**src/rtl/lock_requester_if.sv**
```systemverilog
// Command and acknowledge stream bundle between the lock requester and the manager.
interface lock_requester_if #(
    parameter int ACC_ID_BITS = 8
);
    logic                   cmd_tvalid;
    logic                   cmd_tready;
    logic [63:0]            cmd_tdata;
    logic [ACC_ID_BITS-1:0] cmd_tid;
    logic [4:0]             cmd_tdest;
    logic                   cmd_tlast;
    logic                   ack_tvalid;
    logic                   ack_tready;
    logic [63:0]            ack_tdata;

    // Requester side: drives commands, consumes acknowledges.
    modport master (
        output cmd_tvalid, cmd_tdata, cmd_tid, cmd_tdest, cmd_tlast, ack_tready,
        input  cmd_tready, ack_tvalid, ack_tdata
    );

    // Manager side: consumes commands, drives acknowledges.
    modport slave (
        input  cmd_tvalid, cmd_tdata, cmd_tid, cmd_tdest, cmd_tlast, ack_tready,
        output cmd_tready, ack_tvalid, ack_tdata
    );
endinterface

```
**src/rtl/lock_requester.sv**
```systemverilog
// Accelerator-side lock/unlock initiator: issues one command word per operation
// to the lock resource, waits for the grant on lock and retries after a fixed
// backoff on reject.
module lock_requester #(
    parameter int ACC_ID_BITS    = 8,
    parameter int LOCK_ID_BITS   = 8,
    parameter int BACKOFF_CYCLES = 16
) (
    input  logic                    clk,
    input  logic                    rstn,
    input  logic [ACC_ID_BITS-1:0]  acc_id,
    input  logic                    op_valid,
    output logic                    op_ready,
    input  logic                    op_unlock,
    input  logic [LOCK_ID_BITS-1:0] op_lock_id,
    output logic                    op_done,
    output logic                    held,
    output logic [LOCK_ID_BITS-1:0] held_id,
    output logic [15:0]             retries,
    output logic                    err,
    lock_requester_if.master        bus
);

    localparam logic [7:0] OPC_LOCK   = 8'h04;
    localparam logic [7:0] OPC_UNLOCK = 8'h06;
    localparam logic [7:0] ACK_OK     = 8'h01;
    localparam logic [7:0] ACK_REJECT = 8'h00;
    localparam logic [4:0] LOCK_DEST  = 5'h15;

    // The backoff counter is loaded with BACKOFF_CYCLES-1 and counts down to zero,
    // so BACKOFF occupies exactly BACKOFF_CYCLES cycles.
    localparam int               CNT_W        = (BACKOFF_CYCLES > 1) ? $clog2(BACKOFF_CYCLES) : 1;
    localparam logic [CNT_W-1:0] BACKOFF_LOAD = CNT_W'(BACKOFF_CYCLES - 1);

    typedef enum logic [2:0] {
        ST_IDLE,
        ST_SEND_LOCK,
        ST_WAIT_ACK,
        ST_BACKOFF,
        ST_SEND_UNLOCK
    } state_t;

    state_t                  r_state;
    state_t                  w_next_state;

    logic                    r_op_done;
    logic                    r_held;
    logic [LOCK_ID_BITS-1:0] r_held_id;
    logic [LOCK_ID_BITS-1:0] r_lock_id;
    logic [15:0]             r_retries;
    logic                    r_err;
    logic [63:0]             r_cmd_tdata;
    logic [CNT_W-1:0]        r_backoff_cnt;

    logic                    w_accept;
    logic                    w_cmd_fire;
    logic                    w_ack_fire;
    logic [7:0]              w_ack_code;
    logic                    w_ack_ok;
    logic                    w_ack_bad;
    logic                    w_unlock_bad;
    logic [7:0]              w_lock_id8;
    logic                    w_unused_ack;

    // Handshake and decode helpers.
    assign w_accept     = op_valid && op_ready;
    assign w_cmd_fire   = bus.cmd_tvalid && bus.cmd_tready;
    assign w_ack_fire   = bus.ack_tvalid && bus.ack_tready;
    assign w_ack_code   = bus.ack_tdata[7:0];
    assign w_ack_ok     = (w_ack_code == ACK_OK);
    assign w_ack_bad    = (w_ack_code != ACK_OK) && (w_ack_code != ACK_REJECT);
    assign w_unlock_bad = !r_held || (op_lock_id != r_held_id);
    assign w_lock_id8   = 8'(op_lock_id);
    assign w_unused_ack = ^bus.ack_tdata[63:8];

    // Stream and status outputs; valid/ready follow the state directly so a reset
    // drops them without waiting for a clock.
    assign op_ready       = (r_state == ST_IDLE) && !r_op_done;
    assign op_done        = r_op_done;
    assign held           = r_held;
    assign held_id        = r_held_id;
    assign retries        = r_retries;
    assign err            = r_err;
    assign bus.cmd_tvalid = (r_state == ST_SEND_LOCK) || (r_state == ST_SEND_UNLOCK);
    assign bus.cmd_tdata  = r_cmd_tdata;
    assign bus.cmd_tid    = acc_id;
    assign bus.cmd_tdest  = LOCK_DEST;
    assign bus.cmd_tlast  = 1'b1;
    assign bus.ack_tready = (r_state == ST_WAIT_ACK);

    // State register.
    // NOTE: sequential state uses non-blocking (<=) so every flop samples pre-edge values.
    always_ff @(posedge clk or negedge rstn) begin
        if (!rstn) r_state <= ST_IDLE;
        else       r_state <= w_next_state;
    end

    // Next-state decode.
    // NOTE: the default assignment first keeps this block latch-free on every path.
    always_comb begin
        w_next_state = r_state;
        unique case (r_state)
            ST_IDLE: begin
                if (w_accept) begin
                    if (op_unlock)    w_next_state = ST_SEND_UNLOCK;
                    else if (!r_held) w_next_state = ST_SEND_LOCK;
                end
            end
            ST_SEND_LOCK:   if (w_cmd_fire) w_next_state = ST_WAIT_ACK;
            ST_WAIT_ACK:    if (w_ack_fire) w_next_state = w_ack_ok ? ST_IDLE : ST_BACKOFF;
            ST_BACKOFF:     if (r_backoff_cnt == '0) w_next_state = ST_SEND_LOCK;
            ST_SEND_UNLOCK: if (w_cmd_fire) w_next_state = ST_IDLE;
            default:        w_next_state = ST_IDLE;
        endcase
    end

    // Command word, ownership, retry/backoff counters, error flag and completion pulse.
    always_ff @(posedge clk or negedge rstn) begin
        if (!rstn) begin
            r_op_done     <= 1'b0;
            r_held        <= 1'b0;
            r_held_id     <= '0;
            r_lock_id     <= '0;
            r_retries     <= '0;
            r_err         <= 1'b0;
            r_cmd_tdata   <= '0;
            r_backoff_cnt <= '0;
        end else begin
            r_op_done <= 1'b0;

            if ((r_state == ST_IDLE) && w_accept) begin
                if (op_unlock) begin
                    // The unlock goes out even when it looks wrong; only the flag records it.
                    r_cmd_tdata <= {48'h0, w_lock_id8, OPC_UNLOCK};
                    if (w_unlock_bad) r_err <= 1'b1;
                end else if (r_held) begin
                    // No nesting: complete immediately with an error, nothing is sent.
                    r_err     <= 1'b1;
                    r_op_done <= 1'b1;
                end else begin
                    r_lock_id   <= op_lock_id;
                    r_retries   <= '0;
                    r_cmd_tdata <= {48'h0, w_lock_id8, OPC_LOCK};
                end
            end

            if ((r_state == ST_WAIT_ACK) && w_ack_fire) begin
                if (w_ack_ok) begin
                    r_held    <= 1'b1;
                    r_held_id <= r_lock_id;
                    r_op_done <= 1'b1;
                end else begin
                    if (r_retries != 16'hFFFF) r_retries <= r_retries + 16'd1;
                    if (w_ack_bad)             r_err     <= 1'b1;
                    r_backoff_cnt <= BACKOFF_LOAD;
                end
            end

            if ((r_state == ST_BACKOFF) && (r_backoff_cnt != '0))
                r_backoff_cnt <= r_backoff_cnt - CNT_W'(1);

            if ((r_state == ST_SEND_UNLOCK) && w_cmd_fire) begin
                r_held    <= 1'b0;
                r_op_done <= 1'b1;
            end
        end
    end

endmodule
```
**src/flat_wrapper.sv**
```systemverilog
// flat-port wrapper written by rule: the top's interface ports become plain ports
module lock_requester_flat 
#(
    parameter int ACC_ID_BITS    = 8,
    parameter int LOCK_ID_BITS   = 8,
    parameter int BACKOFF_CYCLES = 16
)
  (clk, rstn, acc_id, op_valid, op_ready, op_unlock, op_lock_id, op_done, held, held_id, retries, err, bus_cmd_tvalid, bus_cmd_tdata, bus_cmd_tid, bus_cmd_tdest, bus_cmd_tlast, bus_ack_tready, bus_cmd_tready, bus_ack_tvalid, bus_ack_tdata);
  lock_requester_if #(.ACC_ID_BITS(ACC_ID_BITS)) bus_i ();
  input  logic clk;
  input  logic rstn;
  input  logic [ACC_ID_BITS-1:0] acc_id;
  input  logic op_valid;
  output logic op_ready;
  input  logic op_unlock;
  input  logic [LOCK_ID_BITS-1:0] op_lock_id;
  output logic op_done;
  output logic held;
  output logic [LOCK_ID_BITS-1:0] held_id;
  output logic [15:0] retries;
  output logic err;
  output wire logic [$bits(bus_i.cmd_tvalid)-1:0] bus_cmd_tvalid;
  output wire logic [$bits(bus_i.cmd_tdata)-1:0] bus_cmd_tdata;
  output wire logic [$bits(bus_i.cmd_tid)-1:0] bus_cmd_tid;
  output wire logic [$bits(bus_i.cmd_tdest)-1:0] bus_cmd_tdest;
  output wire logic [$bits(bus_i.cmd_tlast)-1:0] bus_cmd_tlast;
  output wire logic [$bits(bus_i.ack_tready)-1:0] bus_ack_tready;
  input wire logic [$bits(bus_i.cmd_tready)-1:0] bus_cmd_tready;
  input wire logic [$bits(bus_i.ack_tvalid)-1:0] bus_ack_tvalid;
  input wire logic [$bits(bus_i.ack_tdata)-1:0] bus_ack_tdata;
  assign bus_cmd_tvalid = bus_i.cmd_tvalid;
  assign bus_cmd_tdata = bus_i.cmd_tdata;
  assign bus_cmd_tid = bus_i.cmd_tid;
  assign bus_cmd_tdest = bus_i.cmd_tdest;
  assign bus_cmd_tlast = bus_i.cmd_tlast;
  assign bus_ack_tready = bus_i.ack_tready;
  assign bus_i.cmd_tready = bus_cmd_tready;
  assign bus_i.ack_tvalid = bus_ack_tvalid;
  assign bus_i.ack_tdata = bus_ack_tdata;
  lock_requester #(.ACC_ID_BITS(ACC_ID_BITS), .LOCK_ID_BITS(LOCK_ID_BITS), .BACKOFF_CYCLES(BACKOFF_CYCLES)) u_core (.clk(clk), .rstn(rstn), .acc_id(acc_id), .op_valid(op_valid), .op_ready(op_ready), .op_unlock(op_unlock), .op_lock_id(op_lock_id), .op_done(op_done), .held(held), .held_id(held_id), .retries(retries), .err(err), .bus(bus_i));
endmodule
```
**config.mk**
```make
export PLATFORM = sky130hd
export DESIGN_NAME = lock_requester_flat
export DESIGN_NICKNAME = d
export VERILOG_FILES = /design/src/rtl/lock_requester_if.sv /design/src/rtl/lock_requester.sv /design/src/flat_wrapper.sv
export SDC_FILE = /design/constraint.sdc
export NUM_CORES = 1
export LEC_CHECK = 0
export ABC_AREA = 1
export BUFFER_PORTS_ARGS = -buffer_cell sky130_fd_sc_hd__buf_2
export CAP_MARGIN = 20
export CELL_PAD_IN_SITES_DETAIL_PLACEMENT = 1
export CELL_PAD_IN_SITES_GLOBAL_PLACEMENT = 1
export CORE_MARGIN = 2
export CORE_UTILIZATION = 30
export DETAILED_ROUTE_END_ITERATION = 16
export PLACE_DENSITY_LB_ADDON = 0.1
export REMOVE_ABC_BUFFERS = 1
export SYNTH_ARGS = -nofsm -noshare
export SYNTH_HDL_FRONTEND = slang
export SYNTH_SLANG_ARGS = --single-unit
```
**constraint.sdc**
```tcl
create_clock -name clk -period 1.9 [get_ports clk]
set_input_delay 0.19 -clock clk [delete_from_list [all_inputs] [get_ports clk]]
set_output_delay 0.19 -clock clk [all_outputs]
set_load 0.02 [all_outputs]
```
Word level (Yosys, flattened, before mapping)
Index checks and enable logic that the tools add are counted.

storage, ports and cells
  logic and storage cells = 91
  output and inout bits = 108
  input port bits = 86
  bits in registers = 106

operators by class
  multiplexer cells = 36
  equality and inequality tests = 16
  reductions and logical operators = 26
  add/subtract/negate cells = 2
  bitwise gates (word level) = 2

operator list
  kind                                                                      count
  64-bit two-way mux                                                        2
  16-bit two-way mux                                                        6
  3-bit two-way mux                                                         7
  16-bit by 1-bit adder with 16-bit output (second input constant)          1
  1-bit two-way mux                                                         16
  16-bit inequality test (second input constant)                            1
  3-bit case mux with 5 select lines                                        1
  4-bit two-way mux                                                         3
  1-bit logical AND                                                         9
  8-bit by 1-bit equality test with 1-bit output (second input constant)    1
  2-bit by 1-bit inequality test with 1-bit output (second input constant)  4
  8-bit by 1-bit inequality test with 1-bit output (second input constant)  1
  8-bit inequality test                                                     1
  2-bit AND reduction                                                       4
  8-bit nonzero test                                                        1
  3-bit by 2-bit equality test with 1-bit output (second input constant)    2
  2-bit inequality test (second input constant)                             3
  6-bit AND reduction                                                       1
  2-bit nonzero test                                                        3
  4-bit zero test                                                           1
  4-bit nonzero test                                                        1
  4-bit by 1-bit subtractor with 4-bit output (second input constant)       1
  3-bit by 1-bit equality test with 1-bit output (second input constant)    1
  3-bit equality test (second input constant)                               1
  other kinds (7)                                                           10

Logic depth before layout (Yosys ltp)
Gate-level depths: netlist (run 1).

  depth after elaboration = 8
  mapped depth = 11
  gate-level depth less buffers = 11

Worst setup path before layout (run 1)
Ideal clock, no wire load.

  path type = reg2reg
  from = register u_core.r_retries[0], in the netlist u_core.retries[0]
  to = register u_core.r_retries[8], in the netlist u_core.retries[8]
  buffers on the path = 1
  cell stages (with the launch flop) = 10
  setup time = 0.117 ns
  required time = 1.783 ns
  arrival time = 1.549 ns
  path slack = 0.233 ns
  period minus slack after synthesis = 1.667 ns
  cells stage by stage = dfrtp_1 -> ha_1 -> nand2_1 -> nor2_4 -> nand4_4 -> nand2_4 -> buf_6 -> nor2_2 -> o21ai_1 -> inv_1

on the way
  word-level cells in the longest chain between the ends = 4
  elaborated cells on any way between the ends = 5
  those cells by class = add/sub (1); eq/ne (1); mux (3)

ends and longest elaborated chain
  what                                                                                RTL line               RTL
  from (decl)                                                                         lock_requester.sv:50   logic [15:0] r_retries;
  from (signal assigned)                                                              lock_requester.sv:153  if (r_retries != 16'hFFFF) r_retries <= r_retries + 16'd1;
  16-bit by 1-bit adder with 16-bit output or 16-bit inequality test (tied branches)  lock_requester.sv:153
  16-bit two-way mux (*)                                                              lock_requester.sv:153
  16-bit two-way mux (*)                                                              lock_requester.sv:148  if (w_ack_ok) begin
  16-bit two-way mux (*)                                                              lock_requester.sv:147  if ((r_state == ST_WAIT_ACK) && w_ack_fire) begin

Every way passes the cells marked *; elsewhere a longest branch is shown, timed or not.
A chain may end at the register's enable or synchronous reset.

Final worst setup path (run 1)
  from = register u_core.r_retries[0], in the netlist u_core.retries[0]
  to = register u_core.r_retries[4], in the netlist u_core.retries[4]

Same word-level chain as after synthesis.

==> results by group, run 1 <==
Placement
  • Port buffer count: 61
  • GPL Wtd Cong: 0.734
  • HPWL reported at the end of detailed placement: 6370 µm
  • Placed cell areas: between 3000 and 4000 µm²

Critical path
  • Crit-path max FO: 8
  • Family with the most delay on the worst path: simple AND/OR/NAND/NOR gates
  • CP Launch Type: flop
  • Setup CP Type: reg -> reg
  • Worst path slowest cell: dfrtp_1
  • Worst Path Required: 2.11 ns
  • Reg-to-Reg Start: u_core.retries[0]
  • Levels on crit path: 9
  • R2R Path End: u_core.retries[4]
  • Crit-path cells: ha_1 -> nand2_1 -> nor2_4 -> nand4_4 -> nand2_4 -> buf_4 -> o21ai_0 -> inv_1 -> nor2_1
  • Max incr delay on CP: between 0.4 and 0.5 ns
  • Worst setup startpoint: u_core.retries[0]
  • CP endpoint: u_core.retries[4]
  • R2R setup slack: 0.22 ns
  • CP arrival: ~1.9 ns
  • Reg2reg path depth: 9
  • CP bufs+invs: 2
  • Critical Path Sink Type: flop

Layout
  • Register area: 1300 µm²
  • Commonest non-fill, non-tap cells in the layout: 101 x nand2_1, 61 x buf_2, 60 x inv_1, 60 x conb_1, 52 x dfrtp_1
  • # nets final: 579
  • Post-route cell area: around 3600 µm²
  • Fraction of layout cells with a size suffix above 1: 21.1%
  • Multi-input gate area: roughly 1500 µm²
  • P&R area growth vs syn: 9.18%
  • Fillers: 1382
  • Commonest non-fill, non-tap cell in the layout: nand2_1
  • Antenna Cells: 0

Floorplan
  • Area of the core: approximately 11000 µm²
  • Die H: 110 µm
  • Die Wd: 110 µm
  • IO Count: roughly 190
  • Row count: 38
  • Die area: 12000 µm²
  • Initial Util: a little under a third

Timing
  • Clock Skew: 0.00657 ns
  • Final Setup Violations: 0
  • Post-route minimum period: 1.68 ns
  • Final hold vios: 0
  • Unrepaired setup endpoints after global routing: no
  • Setup TNS: 0 ns
  • Slew margin rel.: 63.8%
  • Fmax achieved: 596 MHz
  • Slew Limit Fails: 0
  • Final period util: 88.3%
  • Worst Max-Slew Pin Slew: 0.543 ns

Detailed routing
  • Detailed Route Iter0 Violations: 72
  • Wire length per cell: approximately 13 µm
  • DRC: 0
  • Post-route ant nets: 0
  • Drt total wl: 8170 µm
  • Vias: 2703
  • Via density: 4.28
  • Drt pass-1 iters: 4

Worst hold path
  • HP Class: in -> reg

Global route
  • Vias in the first global route: 2779
  • Initial antenna violation count: 0
  • Largest net degree at the start of global routing: 35
  • Grt ovf: 0
  • Global-route wire length before repair: about 14000 µm
  • Global-route usage over all layers: approximately 14%

Clock tree
  • Clk_lat worst skew: ~0.31 ns
  • Post-CTS setup buffers: 0
  • CTS buffer count: 5
  • CTS tree: built
  • H-tree depth: 2
  • CTS root buf: clkbuf_8
  • Clk buf depth: 2
  • CTS Sinks: 52
  • PostCTS Resize Cnt: 0
  • Reg clk slew, reported paths: 0.10 ns

Yosys
  • Sequential area share after synthesis: 39.0%
  • Flops & latches, synth: 52
  • Mapped cell area: 3340 µm²
  • YS warnings: 0
  • Share of the synthesized area in the top cell type: 39.0%
  • Area leader, netlist: dfrtp_1
  • Cells after Synth: 432
  • Syn_area_per_cell: 7.73 µm²
  • Top post-synthesis cells by area: dfrtp_1 39%, buf_4 16%, nand2_1 11%
  • Yosys cell types: 33

Outcome
  • Run status: complete, no violations

Power
  • PwrDens: 1060 nW/µm²
  • Worst IR Drop VDD: 0.000327 V
  • P_leak: 1.96 nW

Run
  • Max cap viols: 0
-- worst register-to-register path, stage by stage, from the launching register on --
cell and delay (ns):
dfrtp_1 0.42, ha_1 0.22, nand2_1 0.12, nor2_4 0.22, nand4_4 0.12, nand2_4 0.14, buf_4 0.17, o21ai_0 0.08
inv_1 0.06, nor2_1 0.04
-- cells in the mapped netlist, drive strengths merged --
| library cell | number |
|---|---|
| nand2 | 102 |
| buf | 74 |
| inv | 64 |
| dfrtp | 52 |
| nor2 | 40 |
| o21ai | 31 |
| nand3 | 28 |
| nand4 | 8 |
| nor3 | 5 |
| a21oi | 4 |
| xnor2 | 4 |
| mux2 | 3 |
| nand3b | 3 |
| a22oi | 2 |
| conb | 2 |
| ha | 2 |
| o21bai | 2 |
| o22ai | 2 |
| or2 | 2 |
| a31oi | 1 |
| a32oi | 1 |
-- per-stage QoR --
step | std cells | worst slack (ns) | utilization, % | hold slack [ns] | power [W]
5_1_grt | 632 | 0.0302 | 33.6 | 0.128 | 0.00423
2_1_floorplan | 416 | 0.210 | - | -0.106 | 0.00272
4_1_cts | 632 | 0.195 | 33.6 | 0.0961 | 0.00396
3_5_place_dp | 623 | 0.210 | 32.7 | 0.212 | 0.00327
3_3_place_gp | 623 | 0.227 | 32.7 | 0.211 | 0.00322
6_report | 632 | 0.223 | 33.6 | 0.109 | 0.00387
-- where the power goes --
part / leakage [nW] / internal, W / switching (W) / total, W
combinational: 1.25 / 0.000496 / 0.00111 / 0.00161
clock: 0.0445 / 0.000263 / 0.000393 / 0.000655
sequential: 0.666 / 0.00140 / 0.000210 / 0.00161
total: 1.96 / 0.00216 / 0.00172 / 0.00387
-- worst min path at each step --
stage                  start                       end  slack (ns)  depth (start not counted)
2_1_floorplan           rstn  u_core.bus.cmd_tdata[10]       -0.11                          0
3_3_place_gp            rstn   u_core.bus.cmd_tdata[8]        0.21                          1
3_5_place_dp            rstn   u_core.bus.cmd_tdata[9]        0.21                          1
4_1_cts        op_lock_id[3]       u_core.r_lock_id[3]         0.1                          3
5_1_grt        op_lock_id[3]       u_core.r_lock_id[3]        0.13                          3
6_report       op_lock_id[3]       u_core.r_lock_id[3]        0.11                          3
-- metal layers --
layer / up-vias / GRT usage, % / share of wire, %
li1: 1336 / - / -
met1: 1259 / 18.6 / 46
met4: 0 / 3.71 / 0.93
met3: 8 / 3.38 / 7.2
met5: - / 0 / 0
met2: 100 / 24.4 / 46
-- timing repair --
| item | CTS | global route |
|---|---|---|
| setup endpoints to repair | 0 | 0 |
| endpoints found under the hold margin | 18 | 0 |
| hold buffers | 1 | 0 |
-- state kept, by name (all words and copies together), names as in the netlist --
register / count
u_core.err: 1
u_core.r_state: 3
u_core.held: 1
u_core.op_done: 1
u_core.r_lock_id: 8
u_core.r_backoff_cnt: 4
u_core.bus.cmd_tdata: 10
u_core.held_id: 8
u_core.retries: 16
-- cells by family (layout without fill, tap and decap cells) --
logic type,after synthesis,count (layout),synth area share (%)
other,2,60,0.225
adder cells (fa/ha/maj),2,2,0.749
AO/OA/AOI/OAI,43,43,7.31
buffers and inverters,138,140,23.6
multiplexers,3,3,1.01
AND/OR/NAND/NOR,188,188,27.1
XOR/XNOR,4,4,1.05
flip-flops,52,52,39.0
-- layout make-up --
cell class              instances  area share, %
multi-input cells             300           40.2
clock buffers                   5           1.89
well taps                     140           4.80
repair buffers                 68           10.2
inverters                      64           6.59
clock inverters                 3          0.583
flip-flops and latches         52           35.7
Note: power is estimated with default switching activity, not from simulation.
==> run 2, diff against run 1 <==
- RECOVER_POWER: unset -> 25
- SLEW_MARGIN: unset -> 5
==> run 2 against run 1 <==
Critical endpoint unchanged. Die area is the same. Clock-buffer cell count unchanged. Cell count is the same. Combinational power is essentially flat. Clock power about the same.
==> results by group, run 2 (synthesized netlist as in run 1, its figures left out) <==
Outcome
  • Run status: complete, no violations

Critical path
  • R2R setup slack: about 0.22 ns
  • CP arrival: 1.88 ns
  • Crit-path max FO: 8
  • Worst path slowest cell: dfrtp_1
  • Setup CP Type: reg -> reg
  • Critical Path Sink Type: flop
  • Crit-path cells: ha_1 -> nand2_1 -> nor2_4 -> nand4_4 -> nand2_4 -> buf_4 -> o21ai_0 -> inv_1 -> nor2_1
  • Max incr delay on CP: 0.42 ns
  • Worst Path Required: 2.11 ns
  • CP Launch Type: flop

Floorplan
  • Die area: 12000 µm²
  • Die Wd: 110 µm
  • Initial Util: 30.8%
  • IO Count: 194
  • Die H: around 110 µm
  • Area of the core: 10800 µm²
  • Row count: 38

Timing
  • Slew Limit Fails: 0
  • Final period util: between 80% and 90%
  • Post-route minimum period: 1.68 ns
  • Unrepaired setup endpoints after global routing: no
  • Fmax achieved: 596 MHz
  • Worst Max-Slew Pin Slew: 1.24 ns
  • Final hold vios: 0
  • Slew margin rel.: between 15 and 20%
  • Setup TNS: 0 ns
  • Final Setup Violations: 0
  • Clock Skew: 0.00739 ns

Clock tree
  • CTS root buf: clkbuf_8
  • CTS Sinks: 52
  • Clk buf depth: 2
  • H-tree depth: 2
  • Post-CTS setup buffers: 0
  • Clk_lat worst skew: 0.31 ns
  • Reg clk slew, reported paths: 0.10 ns
  • CTS tree: built
  • CTS buffer count: 5

Layout
  • Register area: 1300 µm²
  • # nets final: 579
  • Fraction of layout cells with a size suffix above 1: 20.7%
  • Max reg flops: 16
  • P&R area growth vs syn: 8.84%
  • Antenna Cells: 0
  • Commonest non-fill, non-tap cells in the layout: 101 x nand2_1, 60 x inv_1, 60 x conb_1
  • Post-route cell area: approximately 3600 µm²
  • Multi-input gate area: 1470 µm²
  • Commonest non-fill, non-tap cell in the layout: nand2_1
  • Fillers: 1383

Global route
  • Initial antenna violation count: 0
  • Grt ovf: 0
  • Vias in the first global route: about 2800
  • Largest net degree at the start of global routing: 35
  • Global-route wire length before repair: 13600 µm
  • Global-route usage over all layers: 14.4%

Power
  • PwrDens: 1060 nW/µm²
  • Worst IR Drop VDD: 0.000327 V
  • P_leak: slightly below 2 nW

Detailed routing
  • Vias: 2709
  • Via density: 4.29
  • Detailed Route Iter0 Violations: 75
  • Wire length per cell: 12.9 µm
  • DRC: 0
  • Drt pass-1 iters: 4
  • Post-route ant nets: 0
  • Drt total wl: 8170 µm

Placement
  • Port buffer count: about 60
  • HPWL reported at the end of detailed placement: 6370 µm
  • Placed cell areas: about 3500 µm²
  • GPL Wtd Cong: 0.734

Run
  • Max cap viols: 0

Worst hold path
  • HP Class: in -> reg
[run 2: changes by cell type in the layout (fill, tap and decap cells not counted), sizes merged]
cell    previous run  this run
buf               67        65
clkbuf             5         7
[run 2: critical path, delay by kind of cell, from the launching register on]
family	cells	cell delay (ns)
AOI/OAI and AO/OA	1	0.08
DFF	1	0.42
adders and majority gates	1	0.22
buffers and inverters	2	0.23
and+or+nand+nor	5	0.64
[run 2: power by group]
part	internal [W]	switching, W
Clock	0.000263	0.000393
Sequential	0.00140	0.000211
Combinational	0.000491	0.00111
Total	0.00215	0.00171
[run 2: cell type report]
cell class,instances,area share (%)
timing repair buffer,68,9.95
clock inverter,3,0.585
multi-input combinational,300,40.3
clock buffer,5,1.89
sequential,52,35.8
tap,140,4.82
inverter,64,6.61
[run 2: through the flow]
step	std cells	utilization, %	hold slack (ns)	worst slack, ns	power (W)
floorplan	416	-	-0.106	0.210	0.00272
global placement	623	32.7	0.211	0.227	0.00322
detailed placement	623	32.7	0.212	0.210	0.00327
CTS	632	33.6	0.0961	0.195	0.00396
global route	632	33.5	0.128	0.0302	0.00423
finish	632	33.5	0.108	0.222	0.00386
[run 2: what timing repair did]
action	in CTS	in global routing
gates resized for setup	0	0
hold buffers	1	0
endpoints found under the hold margin	18	0
[run 2: metal layers]
metal,track usage (%),wire length [µm]
met2,24.4,3790
met1,18.6,3720
met3,3.38,585
met4,3.71,76
met5,0,0
[run 2: worst paths after layout]
check | startpoint | depth (start not counted) | endpoint
max | u_core.retries[0] | 9 | u_core.retries[4]
min | op_lock_id[3] | 3 | u_core.r_lock_id[3]
max reg2reg | u_core.retries[0] | 9 | u_core.retries[4]
min reg2reg | u_core.bus.cmd_tdata[2] | 1 | u_core.bus.cmd_tdata[2]
max in group asynchronous | rstn | 3 | u_core.retries[9]
min in group asynchronous | rstn | 2 | u_core.bus.cmd_tdata[10]
